`config.mk`:
```
export PLATFORM = sky130hd
export DESIGN_NAME = candy_sprite_fetch
export DESIGN_NICKNAME = d
export VERILOG_FILES = /design/src/rtl/candy_sprite_fetch.sv
export SDC_FILE = /design/constraint.sdc
export NUM_CORES = 1
export LEC_CHECK = 0
export ABC_AREA = 1
export BUFFER_PORTS_ARGS = -buffer_cell sky130_fd_sc_hd__buf_2
export CAP_MARGIN = 20
export CELL_PAD_IN_SITES_DETAIL_PLACEMENT = 0
export CELL_PAD_IN_SITES_GLOBAL_PLACEMENT = 2
export CORE_ASPECT_RATIO = 1.4
export CORE_MARGIN = 10
export CORE_UTILIZATION = 31
export DETAILED_ROUTE_END_ITERATION = 6
export PLACE_DENSITY_LB_ADDON = 0.1
export SETUP_SLACK_MARGIN = 0.4
export SLEW_MARGIN = 10
export SYNTH_ARGS = -nofsm -noshare
export SYNTH_HDL_FRONTEND = slang
export SYNTH_SLANG_ARGS = --single-unit
```
`constraint.sdc`:
```
create_clock -name Clk -period 5.9 [get_ports Clk]
set_input_delay 0.885 -clock Clk [delete_from_list [all_inputs] [get_ports Clk]]
set_output_delay 0.885 -clock Clk [all_outputs]
set_load 0.01 [all_outputs]
```
`src/rtl/candy_sprite_fetch.sv`:
```
// Sprite pixel fetcher: walks a packed 4bpp sprite in ROM and streams visible
// (palette index, framebuffer address) pairs over a valid/ready handshake.
module candy_sprite_fetch #(
    parameter int SCREEN_W = 320,
    parameter int SCREEN_H = 240,
    parameter int ROM_AW   = 16,
    parameter int FB_AW    = 17
) (
    input  logic              Clk,
    input  logic              Reset,
    input  logic              start,
    input  logic [ROM_AW-1:0] base_addr,
    input  logic [9:0]        pos_x,
    input  logic [8:0]        pos_y,
    input  logic [7:0]        spr_w,
    input  logic [7:0]        spr_h,
    output logic              busy,
    output logic              done,
    output logic [ROM_AW-1:0] rom_addr,
    input  logic [15:0]       rom_data,
    output logic              pix_valid,
    input  logic              pix_ready,
    output logic [3:0]        pix_index,
    output logic [FB_AW-1:0]  pix_addr
);

    typedef enum logic [2:0] {
        S_IDLE  = 3'd0,
        S_FETCH = 3'd1,
        S_WAIT  = 3'd2,
        S_EMIT  = 3'd3,
        S_DONE  = 3'd4
    } state_t;

    state_t            state_r, state_s;
    logic [9:0]        pos_x_r;
    logic [8:0]        pos_y_r;
    logic [7:0]        spr_w_r, spr_h_r;
    logic [7:0]        col_r, col_s, row_r, row_s;
    logic [15:0]       shift_r, shift_s;
    logic [2:0]        nib_r, nib_s;
    logic              busy_r, busy_s, done_r, done_s;
    logic              pix_valid_r, pix_valid_s;
    logic [3:0]        pix_index_r, pix_index_s;
    logic [FB_AW-1:0]  pix_addr_r, pix_addr_s;
    logic [ROM_AW-1:0] rom_addr_r, rom_addr_s;
    logic              retire_s, last_nib_s, last_pix_s, empty_s;
    logic [10:0]       x_s, y_s;

    function automatic logic pix_visible(input logic [3:0] idx, input logic [10:0] x,
                                         input logic [10:0] y);
        return (idx != 4'd0) && (x < 11'(SCREEN_W)) && (y < 11'(SCREEN_H));
    endfunction

    // A hidden pixel is never presented, so it retires without waiting for ready.
    assign retire_s   = (state_r == S_EMIT) && (!pix_valid_r || pix_ready);
    assign last_nib_s = (nib_r == 3'd1);
    assign last_pix_s = ((col_r + 8'd1) == spr_w_r) && ((row_r + 8'd1) == spr_h_r);
    assign empty_s    = (spr_w == 8'd0) || (spr_h == 8'd0);

    // State register.
    always_ff @(posedge Clk) begin
        if (Reset) begin
            state_r <= S_IDLE;
        end else begin
            state_r <= state_s;
        end
    end

    // Next-state logic.
    always_comb begin
        state_s = state_r;
        case (state_r)
            S_IDLE: begin
                if (start) begin
                    state_s = empty_s ? S_DONE : S_FETCH;
                end else begin
                    state_s = S_IDLE;
                end
            end
            S_FETCH: state_s = S_WAIT;
            S_WAIT:  state_s = S_EMIT;
            S_EMIT: begin
                if (retire_s && last_nib_s) begin
                    state_s = last_pix_s ? S_DONE : S_FETCH;
                end else begin
                    state_s = S_EMIT;
                end
            end
            S_DONE:  state_s = S_IDLE;
            default: state_s = S_IDLE;
        endcase
    end

    // Pixel walk: nibble shift register and row/column counters.
    always_comb begin
        col_s   = col_r;
        row_s   = row_r;
        shift_s = shift_r;
        nib_s   = nib_r;
        case (state_r)
            S_IDLE: begin
                if (start) begin
                    col_s = 8'd0;
                    row_s = 8'd0;
                end else begin
                    col_s = col_r;
                    row_s = row_r;
                end
            end
            S_WAIT: begin
                shift_s = rom_data;
                nib_s   = 3'd4;
            end
            S_EMIT: begin
                if (retire_s) begin
                    shift_s = {shift_r[11:0], 4'h0};
                    nib_s   = nib_r - 3'd1;
                    if ((col_r + 8'd1) == spr_w_r) begin
                        col_s = 8'd0;
                        row_s = row_r + 8'd1;
                    end else begin
                        col_s = col_r + 8'd1;
                        row_s = row_r;
                    end
                end else begin
                    shift_s = shift_r;
                    nib_s   = nib_r;
                end
            end
            default: begin
                shift_s = shift_r;
                nib_s   = nib_r;
            end
        endcase
    end

    // Output logic: next-cycle values of the registered outputs, derived from the next pixel.
    always_comb begin
        x_s         = {1'b0, pos_x_r} + {3'b000, col_s};
        y_s         = {2'b00, pos_y_r} + {3'b000, row_s};
        pix_valid_s = (state_s == S_EMIT) && pix_visible(shift_s[15:12], x_s, y_s);
        if (pix_valid_s) begin
            pix_index_s = shift_s[15:12];
            pix_addr_s  = FB_AW'(y_s) * FB_AW'(SCREEN_W) + FB_AW'(x_s);
        end else begin
            pix_index_s = pix_index_r;
            pix_addr_s  = pix_addr_r;
        end
        busy_s = (state_s == S_FETCH) || (state_s == S_WAIT) || (state_s == S_EMIT);
        done_s = (state_s == S_DONE);
        if (state_s == S_FETCH) begin
            if (state_r == S_IDLE) begin
                rom_addr_s = base_addr;
            end else begin
                rom_addr_s = rom_addr_r + ROM_AW'(1'b1);
            end
        end else begin
            rom_addr_s = rom_addr_r;
        end
    end

    // Datapath and output registers; sprite geometry is latched on an accepted start.
    always_ff @(posedge Clk) begin
        if (Reset) begin
            pos_x_r     <= 10'd0;
            pos_y_r     <= 9'd0;
            spr_w_r     <= 8'd0;
            spr_h_r     <= 8'd0;
            col_r       <= 8'd0;
            row_r       <= 8'd0;
            shift_r     <= 16'd0;
            nib_r       <= 3'd0;
            busy_r      <= 1'b0;
            done_r      <= 1'b0;
            pix_valid_r <= 1'b0;
            pix_index_r <= 4'd0;
            pix_addr_r  <= '0;
            rom_addr_r  <= '0;
        end else begin
            if ((state_r == S_IDLE) && start) begin
                pos_x_r <= pos_x;
                pos_y_r <= pos_y;
                spr_w_r <= spr_w;
                spr_h_r <= spr_h;
            end
            col_r       <= col_s;
            row_r       <= row_s;
            shift_r     <= shift_s;
            nib_r       <= nib_s;
            busy_r      <= busy_s;
            done_r      <= done_s;
            pix_valid_r <= pix_valid_s;
            pix_index_r <= pix_index_s;
            pix_addr_r  <= pix_addr_s;
            rom_addr_r  <= rom_addr_s;
        end
    end

    assign busy      = busy_r;
    assign done      = done_r;
    assign pix_valid = pix_valid_r;
    assign pix_index = pix_index_r;
    assign pix_addr  = pix_addr_r;
    assign rom_addr  = rom_addr_r;

endmodule
```
==> impl_metrics.ini <==
[grt]
antenna_found_initial = 0
grt_use_total_pct = 15.47
grt_pass1_vias = 7599
grt_start_max_net_pins = 57
grt_pass1_wl_um = 39320
grt.overflow.total = 0

[synthesis]
synthAdderAreaFrac_pct = 7.499
synthesis.area_um2 = 7575
ys_types = 44
async_flop_share_pct = 0
synth-xor-area-share_pct = 3.931
synth-seq-cells = 113
syn-instance-count = 1192
synth-simple-area-share_pct = 36.37
syn-num-nets = 1306
yosysSeqAreaShare_pct = 29.86
yosysWarnings = 0
synth_top_family_by_area = simple AND/OR/NAND/NOR gates
yosysTopAreaCell = dfxtp_1
avgSynthCellArea_um2 = 6.355
synth_top_area_share_pct = 29.86
muxShareOfSynthArea_pct = 0.1321
synth_compound_area_share_pct = 11.76
synth_edf_count = 0
synthFlopType = dfxtp_1
synth.area.top_cells = dfxtp_1, nand2_1, inv_1

[place]
dpl.hpwl_um = 18830
port_buffers = 110
routabilityCongestion = 0.8587
post-place-cells = 1585

[floorplanning]
die_x_um = 152.1
initial_core_util_pct = 31.59
dieArea_um2 = 31180
core_area_um2 = 23980
die_h_um = 205.0
ioPinCount = 111
num_rows = 67

[layout]
nFillCells = 2739
final_util_pct = 38.24
fin_cells = 1620
drive_above_1_share_pct = 17.10
layout_commonest_cell = nand2_1
fin_nets = 1413
multi_input_area_um2 = 4641
ff_latch_area_um2 = 2281
syn2layout_area_growth_pct = 21.03
final_cell_mix = nand2_1, inv_1, nor2_1
n_antenna_cell = 0

[clocking]
cts_buffers = 17
path_clk_slew_ns = 0.06
htreeDepth = 4
clockBufferDepth = 2
cts_hold_buffers = 0
root_buffer = clkbuf_16
cts.sinks = 113
tritoncts = built
insertion_delay_ns = 0.42

[worst_setup_path]
cpPeakStageDelay_ns = 0.52
crit_path_max_fanout = 5
startpoint_type = flop
slowest_stage = fa_1
cp-end-kind = flop
worstPathRequired_ns = 6.27
arrival_ns = 5.32
path_class = reg2reg

[pwr]
max-vdd-ir-drop_uv = 215.1
power_density_nw_per_um2 = 339.4
p_clk_share_pct = 33.7
switchingPower_w = 0.001149
p_leak_nw = 4.605
intPower_w = 0.001963
switching_share_pct = 36.92
power_frac_comb_pct = 36.4
pwr-share-seq_pct = 29.9

[sta]
maxSlewViolCount = 0
fin_setup_tns_ns = 0
fin_worst_skew_ns = 0.009452
slew_headroom_pct = 41.40
finalHoldViolCount = 0
min_period_over_period_pct = 83.98
min_period_ns = 4.955
rsz0062_at_grt = no
setup_viol = 0
fmax_mhz = 201.8
tightest_slew_ns = 0.8758

[routing]
wl_um = 24180
wl_per_cell_um = 14.92
ant_nets = 0
drc = 0
vias = 7477
drtPass1Iterations = 5
drt_iter0_drc = 299
vias_per_cell = 4.615

[hold_path]
hp-class = reg2reg

[outcome]
status = completed

[job]
cap_violations = 0
[through the flow]
stage          hold WS, ns  instance area, um2  power [W]  worst slack [ns]
3_3_place_gp        0.4537                8401   0.002054            0.3576
5_1_grt             0.4866                9168   0.003370            0.3934
6_report            0.4605                9168   0.003111            0.9452
4_1_cts             0.4636                8995   0.003118            0.4052
2_1_floorplan       0.4410                7575   0.001733            0.8726
3_5_place_dp        0.4550                8401   0.002052            0.3660
[power groups by stage]
| stage | registers [W] | clock network (W) | logic, W |
|---|---|---|---|
| floorplan | 0.000937 | 0 | 0.000796 |
| global placement | 0.000944 | 0 | 0.00111 |
| detailed placement | 0.000943 | 0 | 0.00111 |
| CTS | 0.000928 | 0.00108 | 0.00111 |
| global route | 0.000943 | 0.00111 | 0.00132 |
| finish | 0.000930 | 0.00105 | 0.00113 |
[synthesized netlist by cell type, types with 5 or more instances]
cell      count
xor2_1       24
nor3_1        5
nand4_1      14
nand3_1      64
and2_1        9
inv_1       149
or2_2         7
a31oi_1      10
dfxtp_1     113
nand2_2       9
buf_6         7
ha_1         39
o21ai_0      51
a21oi_1      71
nand2_1     381
xnor2_1      10
a22oi_1       7
nor2_1      135
nand3b_1      5
clkbuf_1     27
nor2_2        5
[logic make-up (layout without fill, tap and decap cells)]
family / Yosys count / after routing
simple gates: 648 / 648
buf+inv: 193 / 311
compound gates: 160 / 160
flops: 113 / 113
fa+ha+maj: 43 / 43
xor+xnor: 34 / 34
mux: 1 / 1
[flip-flops by register name, indices dropped and copies added (netlist names)]
register	flops
spr_w_r	8
rom_addr	16
col_r	8
pix_index	4
done	1
row_r	8
pix_valid	1
pos_x_r	10
busy	1
spr_h_r	8
pix_addr	17
nib_r	3
state_r	3
shift_r	16
pos_y_r	9
[path summary, 6_finish.rpt]
check	from	cells past startpoint	slack (ns)	end
worst min register to register	shift_r[2]$_SDFFE_PP0P_	2	0.46	shift_r[2]$_SDFFE_PP0P_
worst max-delay path	col_r[1]$_SDFF_PP0_	37	0.95	pix_addr[16]$_SDFFE_PP0P_
worst max register to register	col_r[1]$_SDFF_PP0_	37	0.95	pix_addr[16]$_SDFFE_PP0P_
worst min-delay path	shift_r[2]$_SDFFE_PP0P_	2	0.46	shift_r[2]$_SDFFE_PP0P_
[worst max-delay path, delay by kind of cell, from the launching register on]
family | cells | cell delay (ns)
AOI/OAI and AO/OA | 1 | 0.21
and+or+nand+nor | 20 | 1.73
DFF | 1 | 0.37
xor gates and xnor gates | 1 | 0.15
adders and majority gates | 6 | 1.86
buffers and inverters | 9 | 0.56
[per-layer routing]
layer	routed length, um	share of wire, %	track usage [%]
met5	0	0	0
met4	321	1.3	4.549
met3	665	2.8	2.791
met2	12590	52	28.83
met1	10600	44	17.49
[final cells by class]
cell class                 instances  area share (%)
clock buffer                      25           5.623
timing repair buffer             129           7.602
tap                              310           4.231
sequential                       113           24.88
multi-input combinational        886           50.62
clock inverter                     5          0.8189
inverter                         152           6.224
[what timing repair did]
item | CTS | global route
gates cloned | 0 | 0
gates resized for setup | 2 | 36
pin swaps | 0 | 12
endpoints found under the setup margin | 1 | 6
buffers inserted | 0 | 5
No activity file was read; power rests on OpenSTA's default activity.
